<file path="config.mk">
export PLATFORM = sky130hd
export DESIGN_NAME = dla_debug_network_master
export DESIGN_NICKNAME = d
export VERILOG_FILES = /design/src/rtl/dla_debug_network_master.sv
export SDC_FILE = /design/constraint.sdc
export NUM_CORES = 1
export LEC_CHECK = 0
export ABC_AREA = 0
export BUFFER_PORTS_ARGS = -buffer_cell sky130_fd_sc_hd__clkbuf_2
export CORE_ASPECT_RATIO = 0.6
export CORE_MARGIN = 2
export CORE_UTILIZATION = 49
export DETAILED_ROUTE_END_ITERATION = 8
export GPL_ROUTABILITY_DRIVEN = 0
export HOLD_SLACK_MARGIN = 0.08
export PLACE_DENSITY_LB_ADDON = 0.12
export SLEW_MARGIN = 20
export SYNTH_ARGS = -nofsm -noshare
export SYNTH_HDL_FRONTEND = slang
export SYNTH_SLANG_ARGS = --single-unit
export TNS_END_PERCENT = 50
</file>
<file path="constraint.sdc">
create_clock -name clk -period 2.2 [get_ports clk]
set_input_delay 0.33 -clock clk [delete_from_list [all_inputs] [get_ports clk]]
set_output_delay 0.33 -clock clk [all_outputs]
set_load 0.05 [all_outputs]
</file>
<file path="src/rtl/dla_debug_network_master.sv">
// Debug network ring head: issues one CSR read address onto the ring, waits
// for the matching data beat to come back around (bounded by a timeout) and
// caches the outcome for runtime polling. Stray responses are counted.
module dla_debug_network_master #(
    parameter int DATA_WIDTH     = 32,
    parameter int ADDR_WIDTH     = 32,
    parameter int TIMEOUT_CYCLES = 1024,
    localparam int BUS_WIDTH     = (ADDR_WIDTH > DATA_WIDTH) ? ADDR_WIDTH : DATA_WIDTH,
    localparam int CNT_WIDTH     = $clog2(TIMEOUT_CYCLES + 1)
) (
    input  logic                  clk,
    input  logic                  i_aresetn,
    input  logic                  i_rd_valid,
    input  logic [ADDR_WIDTH-1:0] i_rd_addr,
    output logic                  o_rd_ready,
    output logic                  o_busy,
    output logic                  o_done,
    output logic                  o_timeout,
    output logic [DATA_WIDTH-1:0] o_data,
    input  logic                  i_status_clear,
    output logic [7:0]            o_spurious_count,
    output logic                  o_down_forced_valid,
    output logic [BUS_WIDTH-1:0]  o_down_shared_bus,
    output logic                  o_down_is_addr,
    input  logic                  i_up_forced_valid,
    input  logic [BUS_WIDTH-1:0]  i_up_shared_bus,
    input  logic                  i_up_is_addr
);

    localparam logic [1:0] S_IDLE  = 2'd0;
    localparam logic [1:0] S_ISSUE = 2'd1;
    localparam logic [1:0] S_WAIT  = 2'd2;
    localparam logic [1:0] S_DONE  = 2'd3;

    logic [1:0]            r_state;
    logic [CNT_WIDTH-1:0]  r_cnt;
    logic                  r_done;
    logic                  r_timeout;
    logic [DATA_WIDTH-1:0] r_data;
    logic [7:0]            r_spur;
    logic                  r_down_valid;
    logic                  r_down_is_addr;
    logic [BUS_WIDTH-1:0]  r_down_bus;

    logic w_ready;
    logic w_accept;
    logic w_up_resp;
    logic w_timeout_hit;

    assign w_ready       = (r_state == S_IDLE) || (r_state == S_DONE);
    assign w_accept      = i_rd_valid & w_ready;
    // Only data beats matter; our own address returning is never a response.
    assign w_up_resp     = i_up_forced_valid & ~i_up_is_addr;
    assign w_timeout_hit = (r_cnt == CNT_WIDTH'(TIMEOUT_CYCLES - 1));

    assign o_rd_ready          = w_ready;
    assign o_busy              = (r_state == S_ISSUE) || (r_state == S_WAIT);
    assign o_done              = r_done;
    assign o_timeout           = r_timeout;
    assign o_data              = r_data;
    assign o_spurious_count    = r_spur;
    assign o_down_forced_valid = r_down_valid;
    assign o_down_is_addr      = r_down_is_addr;
    assign o_down_shared_bus   = r_down_bus;

    // Request FSM: issue beat, response wait with timeout, cached status.
    always_ff @(posedge clk or negedge i_aresetn) begin
        if (!i_aresetn) begin
            r_state        <= S_IDLE;
            r_cnt          <= '0;
            r_done         <= 1'b0;
            r_timeout      <= 1'b0;
            r_data         <= '0;
            r_down_valid   <= 1'b0;
            r_down_is_addr <= 1'b0;
            r_down_bus     <= '0;
        end else if (w_accept) begin
            // New request from IDLE or DONE: drive the address beat next cycle.
            r_state        <= S_ISSUE;
            r_done         <= 1'b0;
            r_timeout      <= 1'b0;
            r_down_valid   <= 1'b1;
            r_down_is_addr <= 1'b1;
            r_down_bus     <= BUS_WIDTH'(i_rd_addr);
        end else begin
            case (r_state)
                S_IDLE: begin
                    r_state <= S_IDLE;
                end
                S_ISSUE: begin
                    // Address beat lasts exactly one cycle.
                    r_state        <= S_WAIT;
                    r_cnt          <= '0;
                    r_down_valid   <= 1'b0;
                    r_down_is_addr <= 1'b0;
                    r_down_bus     <= '0;
                end
                S_WAIT: begin
                    if (w_up_resp) begin
                        // A response beats a coincident timeout.
                        r_state   <= S_DONE;
                        r_done    <= 1'b1;
                        r_timeout <= 1'b0;
                        r_data    <= i_up_shared_bus[DATA_WIDTH-1:0];
                    end else if (w_timeout_hit) begin
                        r_state   <= S_DONE;
                        r_done    <= 1'b0;
                        r_timeout <= 1'b1;
                        r_data    <= '0;
                    end else begin
                        r_cnt <= r_cnt + CNT_WIDTH'(1);
                    end
                end
                S_DONE: begin
                    if (i_status_clear) begin
                        // Data stays readable after the status is acknowledged.
                        r_state   <= S_IDLE;
                        r_done    <= 1'b0;
                        r_timeout <= 1'b0;
                    end else begin
                        r_state <= S_DONE;
                    end
                end
                default: begin
                    r_state <= S_IDLE;
                end
            endcase
        end
    end

    // Saturating count of data beats arriving with no request waiting.
    always_ff @(posedge clk or negedge i_aresetn) begin
        if (!i_aresetn) begin
            r_spur <= 8'd0;
        end else if (w_up_resp && (r_state != S_WAIT) && (r_spur != 8'hFF)) begin
            r_spur <= r_spur + 8'd1;
        end else begin
            r_spur <= r_spur;
        end
    end

endmodule

</file>
==> flow_metrics.env <==
export IMPL_cts_buffers=9
export IMPL_worst_clock_skew_ns=0.00388
export IMPL_p_int_mw=4.46
export IMPL_r2r_start="r_cnt[0]"
export IMPL_num_rows=25
export IMPL_die_y_um=73.1
export IMPL_clk_pin_slew_ns=0.06
export IMPL_setup_viol=0
export IMPL_crit_path_start_kind="flip-flop"
export IMPL_min_delay_start="i_rd_addr[24]"
export IMPL_setup_tns_final_ns=0
export IMPL_switching_share=0.499
export IMPL_grt_pass1_wl_um=15600
export IMPL_max_freq_mhz=483
export IMPL_cp_arrival_ns=1.74
export IMPL_power_density_nw_per_um2=1740
export IMPL_initialDrtViolationCount=176
export IMPL_async_flop_share=1.00
export IMPL_syn_instance_count=351
export IMPL_avgSynthCellArea_sq_um=11.1
export IMPL_rsz0062_at_grt="no"
export IMPL_finalWirelength_um=9550
export IMPL_grt_max_degree=46
export IMPL_overflow=0
export IMPL_cp_end_kind="output port"
export IMPL_antenna_left=0
export IMPL_path_max_fanout=13
export IMPL_layout_nets=577
export IMPL_syn_num_nets=426
export IMPL_num_vias=3220
export IMPL_dieWidth_um=119
export IMPL_power_frac_comb=0.517
export IMPL_yosysSeqAreaShare=0.564
export IMPL_firstDrtPassIters=4
export IMPL_switching_power_mw=4.44
export IMPL_cts_max_path_buffers=2
export IMPL_power_frac_clock=0.187
export IMPL_setup_worst_path_end="o_busy"
export IMPL_worstPathRequired_ns=1.87
export IMPL_synth_seq_cells=88
export IMPL_worst_slack_ns=0.129
export IMPL_boundaryPins=148
export IMPL_reg2reg_to="o_data[30]"
export IMPL_htreeDepth=3
export IMPL_status="completed"
export IMPL_finalMaxSlewViolations=0
export IMPL_viasPerCell=5.24
export IMPL_die_area_sq_um=8720
export IMPL_synth_warnings=0
export IMPL_p_leak_nw=2.78
export IMPL_relSlewSlack=0.636
export IMPL_seq_power_share=0.296
export IMPL_antenna_found_initial=0
export IMPL_drcViolationCount=0
export IMPL_io_buffers=147
export IMPL_start_util=0.501
export IMPL_fin_util=0.658
export IMPL_dpl_cell_area_sq_um=4780
export IMPL_synth_cell_types=60
export IMPL_wl_per_cell_um=15.5
export IMPL_crit_start="r_state[0]"
export IMPL_layout_commonest_cell="clkbuf_2"
export IMPL_post_cts_buffers=0
export IMPL_antenna_cells=0
export IMPL_clock_latency_ns=0.34
export IMPL_crit_type="flip-flop to output port"
export IMPL_cts_sinks=88
export IMPL_drive_above_1_share=0.371
export IMPL_fin_crit_ns=2.07
export IMPL_synth_top_area_frac=0.564
export IMPL_vdd_ir_drop_max_uv=876
export IMPL_maxCapViolations=0
export IMPL_grt_pass1_vias=3124
export IMPL_synth_area_leader_cell="dfrtp_1"
export IMPL_ff2ff_path_depth=5
export IMPL_dp_worst_setup_slack_ns=0.167
export IMPL_holdWs_ns=0.179
export IMPL_dpl_hpwl_um=6860
export IMPL_ys_flop_type="dfrtp_1"
export IMPL_design_area_sq_um=5130
export IMPL_period_share=0.941
export IMPL_final_cells=615
export IMPL_worstHoldPathType="primary input to flip-flop"
export IMPL_placed_cells=598
export IMPL_synthTopCellsByArea="dfrtp_1 (56%), nand2_1 (7.9%), a22o_1 (7.2%)"
export IMPL_hold_violations=0
export IMPL_grt_use_total=0.228
export IMPL_tightestPinTransition_ns=0.545
export IMPL_core_area_sq_um=7790
export IMPL_synth_edf_count=0
export IMPL_netlist_area_sq_um=3900
export IMPL_power_mw=8.91
export IMPL_layout_common_cells="clkbuf_2 (145), dfrtp_1 (88), nand2_1 (82)"
export IMPL_r2r_setup_slack_ns=0.15
export IMPL_cts_tree="done"
export IMPL_cts_root_buffer="clkbuf_16"
export IMPL_area_growth_pct=31.3
[worst max-delay path, stage by stage (launching register included)]
cell	delay, ns
dfrtp_1	0.42
inv_1	0.06
ha_1	0.34
buf_4	0.20
inv_1	0.13
clkbuf_4	0.25
[power groups by stage]
stage,clock network [mW],logic [mW],registers (mW)
floorplan,0,1.45,4.63
global placement,0,4.54,2.64
detailed placement,0,4.62,2.64
CTS,1.70,4.63,2.64
global route,1.78,4.88,2.72
finish,1.66,4.60,2.64
[how the worst min path moves through the flow]
| stage | endpoint | slack [ns] | depth (start not counted) |
|---|---|---|---|
| after detailed placement | o_down_shared_bus[7] | 0.20 | 1 |
| after CTS | o_down_shared_bus[0] | 0.17 | 3 |
| after global placement | o_down_shared_bus[7] | 0.20 | 1 |
| after floorplan | o_data[0] | 0.03 | 0 |
| final | o_down_shared_bus[24] | 0.18 | 3 |
| after global routing | o_down_shared_bus[23] | 0.17 | 3 |
[synthesized netlist by cell type, types with 5 or more instances]
library cell	number
dfrtp_1	88
nand2_1	82
nand3b_1	33
a22o_1	32
clkbuf_1	9
nor2_1	8
a21oi_1	7
ha_1	5
inv_1	5
xnor2_1	5
[registers in the layout, summed over array words and instances, names as in the netlist]
register / count
o_timeout: 1
o_done: 1
o_data: 32
o_down_shared_bus: 32
r_state: 2
o_down_is_addr: 1
o_spurious_count: 8
r_cnt: 11
[routing by layer]
| metal | track usage | vias to the layer above | share of wire |
|---|---|---|---|
| met5 | 0 | - | 0 |
| met4 | 0.0741 | 0 | 0.013 |
| met3 | 0.0820 | 11 | 0.084 |
| met2 | 0.325 | 117 | 0.43 |
| met1 | 0.326 | 1542 | 0.47 |
| li1 | - | 1550 | - |
[what timing repair did]
| action | CTS | global route |
|---|---|---|
| gates resized for setup | 0 | 2 |
| hold endpoints to repair | 13 | 0 |
| hold buffers | 1 | 0 |
| endpoints found under the setup margin | 0 | 1 |
[area by class of cell]
cell class	instances	area (sq um)
fillers	638	2660
flip-flops and latches	88	2200
multi-input cells	239	1580
repair buffers	159	858
clock buffers	10	239
clock inverters	6	91.3
inverters	5	18.8
well taps	108	135
[cell families (layout without fill, tap and decap cells)]
logic type | Yosys count | in the layout | share of synthesized area
multiplexers | 3 | 3 | 0.00801
AO/OA/AOI/OAI | 66 | 66 | 0.142
AND/OR/NAND/NOR | 158 | 158 | 0.222
flip-flops | 88 | 88 | 0.564
XOR/XNOR | 7 | 7 | 0.0157
buffers and inverters | 24 | 180 | 0.0324
adder cells (fa/ha/maj) | 5 | 5 | 0.0160
(Power assumes the default switching activity.)
